`config.mk`:
```
export PLATFORM = sky130hd
export DESIGN_NAME = pipe_perf_monitor
export DESIGN_NICKNAME = d
export VERILOG_FILES = /design/src/rtl/pipe_perf_monitor.sv
export SDC_FILE = /design/constraint.sdc
export NUM_CORES = 1
export LEC_CHECK = 0
export ABC_AREA = 1
export BUFFER_PORTS_ARGS = -buffer_cell sky130_fd_sc_hd__buf_2
export CORE_MARGIN = 2
export CORE_UTILIZATION = 50
export DETAILED_ROUTE_END_ITERATION = 10
export HOLD_SLACK_MARGIN = 0.12
export PLACE_DENSITY = 0.64
export REMOVE_ABC_BUFFERS = 1
export SETUP_SLACK_MARGIN = 0.15
export SYNTH_ARGS = -nofsm -noshare
export SYNTH_HDL_FRONTEND = slang
export SYNTH_SLANG_ARGS = --single-unit
```
`constraint.sdc`:
```
create_clock -name clk_i -period 2.5 [get_ports clk_i]
set_input_delay 0.25 -clock clk_i [delete_from_list [all_inputs] [get_ports clk_i]]
set_output_delay 0.25 -clock clk_i [all_outputs]
set_load 0.005 [all_outputs]
```
`src/rtl/pipe_perf_monitor.sv`:
```
// Performance monitor for the pipelined CPU: counts run cycles, load-use stalls,
// flushes and retired instructions, halts after a cycle budget, and serves a 1-cycle readout port.
module pipe_perf_monitor #(
   parameter int unsigned MAX_CYCLES = 20,
   parameter int unsigned CNT_W      = 32
) (
   input  logic             clk_i,
   input  logic             rst_i,
   input  logic             start_i,
   input  logic             stall_i,
   input  logic             branch_i,
   input  logic             jump_i,
   input  logic             flush_i,
   input  logic             retire_i,
   input  logic             clr_i,
   input  logic             rd_req_i,
   input  logic [1:0]       rd_sel_i,
   output logic             rd_ack_o,
   output logic [CNT_W-1:0] rd_data_o,
   output logic             running_o,
   output logic             halt_o
);

   typedef enum logic [1:0] {S_IDLE, S_RUN, S_HALT} state_e;

   localparam logic [CNT_W-1:0] CNT_MAX = '1;
   localparam logic [63:0]      MAX_LIM = 64'(MAX_CYCLES);
   localparam bit               HALT_EN = (MAX_CYCLES != 0);

   state_e                  state_q, state_d;
   logic [3:0][CNT_W-1:0]   cnt_q, cnt_d;
   logic [3:0]              inc;
   logic                    rd_ack_q, rd_ack_d;
   logic [CNT_W-1:0]        rd_data_q, rd_data_d;
   logic                    running_q, running_d;
   logic                    halt_q, halt_d;

   always_comb begin
      // counter index order matches rd_sel_i: cycles, stalls, flushes, retired
      inc       = {retire_i, flush_i, stall_i & ~branch_i & ~jump_i, 1'b1};
      cnt_d     = cnt_q;
      state_d   = state_q;
      rd_ack_d  = rd_req_i;
      rd_data_d = rd_data_q;
      if (rd_req_i) rd_data_d = cnt_q[rd_sel_i];
      if (clr_i) begin
         cnt_d   = '0;
         state_d = S_IDLE;
         if (rd_req_i) rd_data_d = '0;
      end else begin
         case (state_q)
            S_IDLE: if (start_i) state_d = S_RUN;
            S_RUN: begin
               for (int i = 0; i < 4; i++)
                  if (inc[i] && cnt_q[i] != CNT_MAX) cnt_d[i] = cnt_q[i] + CNT_W'(1);
               // budget check uses the post-edge count so the halting cycle is still counted
               if (HALT_EN && 64'(cnt_d[0]) == MAX_LIM) state_d = S_HALT;
               else if (!start_i)                        state_d = S_IDLE;
            end
            default: ;
         endcase
      end
      running_d = (state_d == S_RUN);
      halt_d    = (state_d == S_HALT);
   end

   always_ff @(posedge clk_i or negedge rst_i) begin
      if (!rst_i) begin
         state_q   <= S_IDLE;
         cnt_q     <= '0;
         rd_ack_q  <= 1'b0;
         rd_data_q <= '0;
         running_q <= 1'b0;
         halt_q    <= 1'b0;
      end else begin
         state_q   <= state_d;
         cnt_q     <= cnt_d;
         rd_ack_q  <= rd_ack_d;
         rd_data_q <= rd_data_d;
         running_q <= running_d;
         halt_q    <= halt_d;
      end
   end

   assign rd_ack_o  = rd_ack_q;
   assign rd_data_o = rd_data_q;
   assign running_o = running_q;
   assign halt_o    = halt_q;

endmodule
```
======== Word level (Yosys, flattened, before mapping) ========
Index checks and enable logic that the tools add are counted.
storage, ports and cells
  output and inout bits ................... 35
  input bits .............................. 12
  register bits ........................... 165
operators by class
  add/subtract/negate cells ............... 4
  eq/ne operators ......................... 8
  multiplexer cells ....................... 18
  reductions and logical operators ........ 11
  magnitude comparators ................... 1
  bitwise gates (word level) .............. 4
operators with widths
  cell                   count
  $mux 32                10
  $mux 128               2
  $add 32x1->32 const B  4
  $ne 32x32->1 const B   4
  $bmux 32 s2            1
  $eq 32x5->1 const B    1
  $mux 2                 4
  $reduce_bool 2->1      4
  $reduce_and 2->1       3
  $eq 2x1->1 const B     2
  $pmux 2 s2             1
  $logic_and 1x1->1      3
  $lt 2x3->1 const B     1
  $and 1x1->1            2
  $eq 2x2->1 const B     1
  $logic_not 2->1        1
  $not 1->1              2

======== Depth between registers and ports, before layout ========
Gate-level depths: netlist of run 1.
  word-level depth ........................ 9
  mapped depth ............................ 17
  gate-level depth less buffers ........... 16

======== Worst setup path before layout of run 1 ========
No wires, ideal clock.
  path kind ............................... flip-flop to flip-flop
  start point ............................. register cnt_q[32] in the netlist's numbering
  end point ............................... register cnt_q[53] in the netlist's numbering
  path buffers ............................ 1
  clock period less this slack ............ 2,038 ps
  setup slack ............................. 462 ps
  stages on the path, launching flop included .. 16
  data required time ...................... 2,381 ps
  data arrival time ....................... 1,919 ps
  cell sequence ........................... dfrtp_1 > ha_1 > nand3_2 > or2_4 > nor2_4 > nand2_2 > nor2_4 > nand3_2 > nand2_2 > nand2_4 > buf_6 > nand2_4 > inv_2 > nand2_2 > a21oi_1 > o21a_1
on the way
  cells in the longest elaborated chain, start to end .. 4
  elaborated cells between the ends (all ways) .. 8
  classes of those cells .................. 1 x add/sub; 1 x eq/ne; 3 x mux; 3 x reduce/logical
RTL lines
  item                                           RTL line  RTL
  from (decl)                                    31        logic [3:0][CNT_W-1:0] cnt_q, cnt_d;
  from (signal assigned)                         77        cnt_q <= cnt_d;
  $add 32x1->32 or $ne 32x32->1 (tied branches)  55        if (inc[i] && cnt_q[i] != CNT_MAX) cnt_d[i] = cnt_q[i] + CNT_W'(1);
  $mux 32 or $logic_and 1x1->1 (tied branches)   55
  $mux 128 or $reduce_bool 2->1 (tied branches)  n/a
  $mux 128 or $reduce_and 2->1 (tied branches)   n/a
Parallel ways exist; a longest one is shown, timed or not. The select of a mux whose other input is x is not followed.
A chain may end at the register's enable or synchronous reset.

======== Worst setup path in the final report of run 1 ========
Same ends and word-level chain as after synthesis.

==> flow_summary.ini, run 1 <==
[critical_path]
crit_family = simple AND/OR/NAND/NOR gates
r2r_slack_ns = 0.26
worstSetupStartpointType = register
path_cells = ha_4 -> nand3_2 -> or2_4 -> nor2_4 -> nand2_2 -> nor2_4 -> nand3_2 -> nand2_2 -> nand2_4 -> buf_4 -> nand2_4 -> inv_2 -> nand2_2 -> a21oi_1 -> o21a_1
critPathMaxStageDelay_ns = 0.40
cpMaxStageDelayCell = dfrtp_2
crit_path_frequent_cell = nand2_2
arrival_ns = 2.57
worstSetupEndpointType = register
critPathMaxFanout = 9
path_buf_inv = 2
crit_type = reg -> reg
crit_required_ns = 2.82

[floorplan]
floorplan.initialDensity = 0.514
die_h_um = 146
rows = 51
ios = 47
die_width_um = 146
dieArea_mm2 = 0.0214
core-area_mm2 = 0.0197

[pwr]
p_per_area_mw_per_mm2 = 504
switching_share = 0.268
p_int_mw = 4.31
power_frac_seq = 0.465
ir_worst_vdd_uv = 448
pwr-share-comb = 0.085
switchingPower_mw = 1.58
p_total_mw = 5.89
power.leakage_nw = 4.76
pwr-share-clk = 0.449

[finish]
nets = 1473
antennaDiodeCount = 0
stdcell_area_mm2 = 0.0117
area_growth_pct = 15.7
n_fill_cell = 1874
layout.cells.non_filler = 1735
drive_gt1_frac = 0.148
fin_util = 0.595

[synth]
synth_seq_cells = 165
yosys.area.top_type_share = 0.409
synthTopCellsByArea = dfrtp_1 (41%), nand2_1 (11%), inv_1 (6.3%)
async_reset_ff_frac = 1.00
synth_top_flop_cell = dfrtp_1
synth_top_family_by_area = simple AND/OR/NAND/NOR gates
syn_area_per_cell_um2 = 7.29
synth.largest_area_cell = dfrtp_1
synth_cells = 1385
synth_area_mm2 = 0.0101
ys_warn_count = 0
ys_types = 47
yosysSeqAreaShare = 0.409
synth_xor_area_frac = 0.0225
synthMuxAreaShare = 0
synth_compound_area_frac = 0.193
synthAdderAreaFrac = 0.00495
synth-simple-area-share = 0.283
synth_edf_count = 0

[drt]
drt-total-wl_mm = 33.3
ant_nets = 0
route.detailed.drc = 0
dr.pass1.iters = 6
vias = 9932
wire_per_inst_um = 19.2
via_per_inst = 5.72
drt-initial-drc-count = 912

[timing]
setup_viol = 0
tightest_slew_ns = 1.11
period_minus_slack_ns = 2.24
rsz0062_at_grt = yes
fin_ws_ns = 0.258
whs_ns = 0.289
relSlewSlack = 0.256
drv_slew = 0
setup_tns_ns = 0
fin_crit_sh = 0.897
final_hold_viol_count = 0
fmax_mhz = 446
fin_skew_ns = 0.00943

[grt]
grt_pass1_wl_mm = 51.6
track_usage = 0.312
grt_overflow = 0
grt_pass1_vias = 9243
grt_use_met2 = 0.517
grtUsageMet3 = 0.0372
grt_start_max_net_pins = 67
busiest_layer = met2
use_met1 = 0.427
antenna_found_initial = 0

[outcome]
status = finished, final reports clean

[clock_network]
clk_pin_slew_ns = 0.07
cts_max_level = 4
cts_made_buffers = 17
insertion_delay_ns = 0.44
clock-sinks = 165
tritoncts = built
ctsLongestPathBuffers = 2
root_buffer = clkbuf_16

[placement]
placed_area_mm2 = 0.0108
numPlacedInstances = 1688
gp_congestion = 0.977
io_buffers = 46
hpwlAfterDp_mm = 24.9
dp_slack_ns = -0.0133

[worst_hold_path]
min_path_type = in -> reg

[run]
max-cap-violations = 0
## cell families after synthesis
logic type      after synthesis
simple gates                630
flops                       165
compound gates              332
buf+inv                     228
fa+ha+maj                     4
xor+xnor                     26
## cell usage in the layout (no fill, tap or decap), types with 6 or more instances in the layout
cell type / Yosys / layout
o22ai_1: 14 / 14
nor3_2: 5 / 9
nand3_2: 4 / 6
nand2_1: 290 / 286
nand4_1: 19 / 19
buf_4: 1 / 50
nand2_2: 13 / 15
a21oi_1: 114 / 114
o31ai_1: 19 / 19
nor2_1: 127 / 116
nor4_1: 20 / 20
a32o_1: 32 / 32
o21ai_1: 6 / 6
nand3_1: 80 / 78
dfrtp_1: 165 / 162
nor2_4: 5 / 9
o21ai_0: 125 / 125
nor2_2: 7 / 14
buf_2: 8 / 44
o21a_1: 8 / 8
xor2_1: 21 / 20
inv_2: 6 / 7
inv_1: 169 / 167
nor3_1: 46 / 41
clkbuf_16: 0 / 17
## synth_stat cells (3+ instances only)
cell type,number
nand2_1,290
inv_1,169
dfrtp_1,165
nor2_1,127
o21ai_0,125
a21oi_1,114
nand3_1,80
nor3_1,46
clkbuf_1,38
a32o_1,32
xor2_1,21
nor4_1,20
nand4_1,19
o31ai_1,19
o22ai_1,14
nand2_2,13
buf_2,8
o21a_1,8
nor2_2,7
inv_2,6
o21ai_1,6
nor2_4,5
nor3_2,5
xnor2_1,5
ha_1,4
nand2_4,4
nand3_2,4
a21oi_2,3
buf_6,3
o211ai_1,3
## per-layer routing
metal  routed length, um  up-vias  share of wire
li1                    -     4820              -
met1               14600     4707           0.44
met2               16100      346           0.48
met3                1650       59          0.050
met4                 963        0          0.029
met5                   0        -              0
## timing repair
item                                   CTS  global route
gates resized for setup                  3            47
setup endpoints to repair               26            74
endpoints found under the hold margin   63             0
pin swaps                                0             7
cloned                                   0             1
buffers inserted                         0            11
hold buffers                             3             0
## flip-flops by register name, summed over array words and instances (netlist names), named ones only
register   flops
cnt_q        128
halt_o         1
rd_ack_o       1
rd_data_o     30
running_o      1
state_q        2
## worst register-to-register path, delay by kind of cell, from the launching register on
family	cells	cell delay [ns]
AO/OA/AOI/OAI	2	0.19
adder cells (fa/ha/maj)	1	0.15
buffers and inverters	2	0.25
flip-flops	1	0.40
AND/OR/NAND/NOR	10	1.14
## path summary, 6_finish.rpt
path,startpoint,endpoint,cells after the start
max,cnt_q[32],cnt_q[53],15
min,clr_i,cnt_q[92],4
min in group asynchronous,rst_i,cnt_q[37],2
max reg2reg,cnt_q[32],cnt_q[53],15
max in group asynchronous,rst_i,cnt_q[112],3
min reg2reg,rd_data_o[1],rd_data_o[1],1
## power by group through the flow
stage                     sequential (mW)  combinational [mW]  clock (mW)
after floorplan                      2.79               0.176           0
after global placement               2.79               0.465           0
after detailed placement             2.79               0.468           0
after CTS                            2.74               0.474        2.67
after global routing                 2.74               0.547        2.78
final                                2.74               0.503        2.65
## final cells by class
cell class	instances	area [um2]	share of cell area
timing repair buffer	104	729	0.0624
tap	265	332	0.0284
inverter	176	672	0.0575
clock buffer	21	460	0.0394
clock inverter	11	119	0.0102
multi-input combinational	993	5240	0.449
sequential	165	4130	0.354
Note: power is estimated with default switching activity, not from simulation.
==> inputs of run 2 (changes only) <==
Settings changed: CTS_CLUSTER_SIZE from default to 8, PLACE_DENSITY 0.64 to 0.67.
Clock period 2.5 ns to 1.9 ns, I/O delays scaled along.
==> run 2 against run 1 <==
  * The flow now finishes with violations (negative setup slack)
  * Worst setup slack got worse by 0.56 ns
  * Via count increased by 17%
  * Combinational power increased by 80%
  * Utilization increased by 18 points
  * Sequential power increased by 31%
  * Critical path depth increased by 1
  * Highest routed layer unchanged
  * Largest power group is now the clock network
  * First-iteration DRC count increased by 23%
  * Sequential cell count unchanged
  * Total power increased by 41%
==> flow_summary.ini, run 2 (synthesis results as in run 1) <==
[grt]
grt_start_max_net_pins = 69
grt_pass1_wl_mm = 59.7
grt_pass1_vias = 11200
grt_overflow = 0
track_usage = 0.356
grtUsageMet3 = 0.0600
use_met1 = 0.468
busiest_layer = met2
grt_use_met2 = 0.583
antenna_found_initial = 0

[critical_path]
crit_required_ns = 2.28
setup.worst_path.start = cnt_q[0]
r2r_start = cnt_q[0]
worstSetupEndpointType = register
worstSetupStartpointType = register
arrival_ns = 2.58
crit_type = reg -> reg
critPathMaxFanout = 5

[floorplan]
die_width_um = 146
ios = 47
rows = 51
dieArea_mm2 = 0.0214
floorplan.initialDensity = 0.514
core-area_mm2 = 0.0197
die_h_um = 146

[timing]
setup_tns_ns = -19.08
fin_ws_ns = -0.303
fin_skew_ns = 0.00781
tightest_slew_ns = 0.814
whs_ns = 0.256
fmax_mhz = 454
period_minus_slack_ns = 2.20
final_hold_viol_count = 0
drv_slew = 0
fin_crit_sh = 1.16
relSlewSlack = 0.457
setup_viol = 103
rsz0062_at_grt = yes

[drt]
dr.pass1.iters = 6
vias = 11600
wire_per_inst_um = 19.9
ant_nets = 0
drt-total-wl_mm = 39.7
route.detailed.drc = 0
drt-initial-drc-count = 1126
via_per_inst = 5.84

[pwr]
power.leakage_nw = 6.70
ir_worst_vdd_uv = 632
p_per_area_mw_per_mm2 = 544

[placement]
io_buffers = 46
dp_slack_ns = -0.324
gp_congestion = 0.999
hpwlAfterDp_mm = 27.2

[outcome]
status = finished with violations
failed_checks = negative setup slack

[clock_network]
tritoncts = built
insertion_delay_ns = 0.44
clock-sinks = 165
cts_made_buffers = 17
clk_pin_slew_ns = 0.07
root_buffer = clkbuf_16
cts_max_level = 4
ctsLongestPathBuffers = 2

[finish]
area_growth_pct = 50.8
layout_commonest_cell = buf_4
regMostFlops = cnt_q
layout_common_cells = buf_4 (250), nand2_1 (228), dfrtp_1 (161)
largest_reg_flops = 128
n_fill_cell = 1404
nets = 1731
drive_gt1_frac = 0.402

[worst_hold_path]
min_path_type = in -> reg
hold_start = clr_i

[run]
max-cap-violations = 0
## run 2: cell count changes in the layout (fill, tap and decap cells not counted), sizes merged
cell      previous run  this run
buf                101       358
clkinv               3         8
inv                179       174
bufinv               1         4
clkinvlp             4         1
clkbuf              21        22
diode                0         1
## run 2: power by group
| part | switching, mW | internal (mW) | leakage [nW] |
|---|---|---|---|
| Sequential | 0.0357 | 3.57 | 2.28 |
| Combinational | 0.574 | 0.330 | 4.12 |
| Clock | 1.57 | 2.22 | 0.301 |
## run 2: worst max-delay path, cell delays in order (launching register included)
cell and delay [ns]:
dfrtp_1 0.40, buf_4 0.14, buf_6 0.11, nand3_2 0.11, nor2_2 0.15, buf_4 0.16, buf_4 0.12, nand2_1 0.06
nand2_2 0.08, nand3_4 0.08, nor2_2 0.14, nand3_2 0.12, nor2_4 0.16, nand2_4 0.08, nand2_2 0.07, nand2_1 0.05
nor2_1 0.09
## run 2: through the flow
step,area [um2],power [mW],instances,utilization
global route,15200,8.48,1993,0.775
CTS,14300,8.17,1969,0.728
global placement,12300,4.34,1883,0.627
detailed placement,12300,4.35,1883,0.627
floorplan,9870,3.90,1333,-
finish,15200,8.29,1994,0.775
## run 2: per-layer routing
layer	wire, um	share of wire
met5	0	0
met4	1670	0.042
met3	2910	0.073
met2	19400	0.49
met1	15700	0.40
## run 2: final cells by class
type | count | area, um2 | area share
tap | 265 | 332 | 0.0218
clock buffer | 21 | 440 | 0.0289
sequential | 165 | 4130 | 0.271
multi-input combinational | 993 | 6400 | 0.420
clock inverter | 11 | 176 | 0.0116
antenna | 1 | 2.50 | 0.000164
inverter | 176 | 714 | 0.0469
timing repair buffer | 362 | 3030 | 0.199
## run 2: worst paths after layout
check | end | slack [ns] | depth (start not counted)
setup / recovery | halt_o | -0.30 | 16
hold / removal | cnt_q[75] | 0.26 | 4
setup reg to reg | halt_o | -0.30 | 16
hold reg to reg | rd_data_o[5] | 0.50 | 1
max in group asynchronous | cnt_q[66] | 1.02 | 3
min in group asynchronous | cnt_q[41] | 0.28 | 2
## run 2: timing repair
item,in CTS,in global routing
hold buffers,3,0
endpoints found under the setup margin,108,129
buffers inserted,49,23
hold endpoints to repair,168,0
pin swaps,78,75
gates resized for setup,272,181
gates cloned,2,1
==> inputs of run 3 (changes only) <==
Settings changed: CORE_ASPECT_RATIO from default to 0.75.
==> run 3 against run 2 <==
  * The run still ends with negative setup slack left
  * Combinational power is 1% higher
  * Clock-buffer cell count is 2 lower
  * Worst setup slack better by 0.026 ns
  * Hold slack worse by 0.12 ns
  * Utilization is 1.2 points higher
  * Critical path depth is 1 lower
  * Die area hardly changed
  * Clock power is 4% higher
  * Critical path type unchanged
==> flow_summary.ini, run 3 (synthesis results as in run 1) <==
[grt]
grt_pass1_wl_mm = 62.8
track_usage = 0.389
grt_overflow = 0
grt_start_max_net_pins = 47
antenna_found_initial = 0
grt_pass1_vias = 11100

[worst_hold_path]
min_path_type = in -> reg
whs_endpoint = state_q[0]
hold_path_depth = 3
hold_start = clr_i

[clock_network]
cts_made_buffers = 17
clock-sinks = 165
tritoncts = built
insertion_delay_ns = 0.45
ctsLongestPathBuffers = 2
root_buffer = clkbuf_16
clk_pin_slew_ns = 0.07
cts_max_level = 4

[timing]
final_hold_viol_count = 0
setup_viol = 100
fin_ws_ns = -0.278
whs_ns = 0.139
setup_tns_ns = -13.19
fmax_mhz = 459
drv_slew = 0
rsz0062_at_grt = yes
tightest_slew_ns = 0.844
fin_skew_ns = 0.0159
period_minus_slack_ns = 2.18
relSlewSlack = 0.437
fin_crit_sh = 1.15

[outcome]
failed_checks = negative setup slack
status = finished with violations

[finish]
layout_common_cells = buf_4 (267), nand2_1 (217), dfrtp_1 (158)
largest_reg_flops = 128
area_growth_pct = 52.7
seqCellArea_mm2 = 0.00414
multi_input_area_mm2 = 0.00655
layout_commonest_cell = buf_4
drive_gt1_frac = 0.428
n_fill_cell = 1301
regMostFlops = cnt_q
layout.cells.non_filler = 1996
antennaDiodeCount = 0
nets = 1746

[pwr]
power.leakage_nw = 6.76
pwr-share-comb = 0.108
p_int_mw = 6.26
ir_worst_vdd_uv = 683
switching_share = 0.261
power_frac_seq = 0.426
pwr-share-clk = 0.466
p_total_mw = 8.47
p_per_area_mw_per_mm2 = 549
switchingPower_mw = 2.21

[floorplan]
floorplan.initialDensity = 0.515
rows = 44
dieArea_mm2 = 0.0214
die_width_um = 168
ios = 47
die_h_um = 127
core-area_mm2 = 0.0196

[critical_path]
r2r_slack_ns = -0.28
crit_required_ns = 2.28
r2r_start = cnt_q[0]
crit_type = reg -> reg
worstSetupEndpointType = register
worstSetupStartpointType = register
timing.rr.end = halt_o
r2r_cells = 15
critPathMaxFanout = 6
arrival_ns = 2.55

[drt]
dr.pass1.iters = 6
wl_met3_mm = 5.54
vias = 12100
via_per_inst = 6.05
drt-initial-drc-count = 1729
wirelength_met1_mm = 18.2
wire_per_inst_um = 21.4
dr.max_layer_used = met5
route.detailed.drc = 0
dr_wl_met2_mm = 17.9
ant_nets = 0
drt-total-wl_mm = 42.7

[placement]
hpwlAfterDp_mm = 29.5
gp_congestion = 1.03
dp_slack_ns = -0.390
numPlacedInstances = 1896
io_buffers = 46

[run]
max-cap-violations = 0
[run 3: cell types whose count changed in the layout (fill, tap and decap cells not counted), moves of 9 or more]
| cell | delta |
|---|---|
| nor3_2 | +9 |
| nand2_1 | -11 |
| buf_4 | +17 |
| nand3_2 | -10 |
| nor2_1 | -12 |
[run 3: layer usage]
layer / up-vias / GRT usage
met5: - / 0
met4: 2 / 0.101
met3: 112 / 0.145
met2: 801 / 0.548
met1: 5781 / 0.564
li1: 5382 / -
[run 3: area by class of cell]
type | instances | area share
multi-input combinational | 993 | 0.425
sequential | 165 | 0.268
inverter | 176 | 0.0458
timing repair buffer | 377 | 0.198
clock buffer | 19 | 0.0287
tap | 253 | 0.0205
clock inverter | 13 | 0.0132
[run 3: worst max-delay path by stage]
stage | from | end | slack (ns)
6_report | cnt_q[0] | halt_o | -0.28
2_1_floorplan | cnt_q[0] | halt_o | -0.39
3_3_place_gp | cnt_q[6] | halt_o | -0.41
4_1_cts | cnt_q[1] | halt_o | -0.18
5_1_grt | cnt_q[10] | halt_o | -0.41
3_5_place_dp | cnt_q[0] | halt_o | -0.39
[run 3: repair_timing]
| item | CTS | global route |
|---|---|---|
| pin swaps | 61 | 66 |
| endpoints found under the setup margin | 119 | 132 |
| setup buffers | 39 | 24 |
| gates resized for setup | 274 | 214 |
| cloned | 2 | 0 |
| hold buffers | 3 | 0 |
| hold endpoints to repair | 134 | 0 |
[run 3: metrics by stage]
| step | utilization | instance area (um2) |
|---|---|---|
| floorplan | - | 9870 |
| global placement | 0.636 | 12500 |
| detailed placement | 0.636 | 12500 |
| CTS | 0.738 | 14500 |
| global route | 0.787 | 15400 |
| finish | 0.787 | 15400 |
[run 3: power by group through the flow]
stage                     Clock (mW)  Combinational, mW  Sequential, mW
after floorplan                    0              0.231            3.67
after CTS                       3.93              0.816            3.61
final                           3.94              0.917            3.61
after global placement             0              0.702            3.67
after global routing            4.09              0.968            3.61
after detailed placement           0              0.708            3.67
[run 3: critical path, cell delays in order, from the launching register on]
cell and delay, ns:
dfrtp_1 0.43, ha_4 0.20, nand2_4 0.08, nor2_4 0.04, nand2_2 0.09, nor2_4 0.05
nand2_4 0.11, buf_6 0.15, nand3_1 0.12, nor3_1 0.22, nand2_1 0.13, nor2_4 0.19
nand2_4 0.08, nand2_1 0.06, nand2_1 0.05, nor2_1 0.11
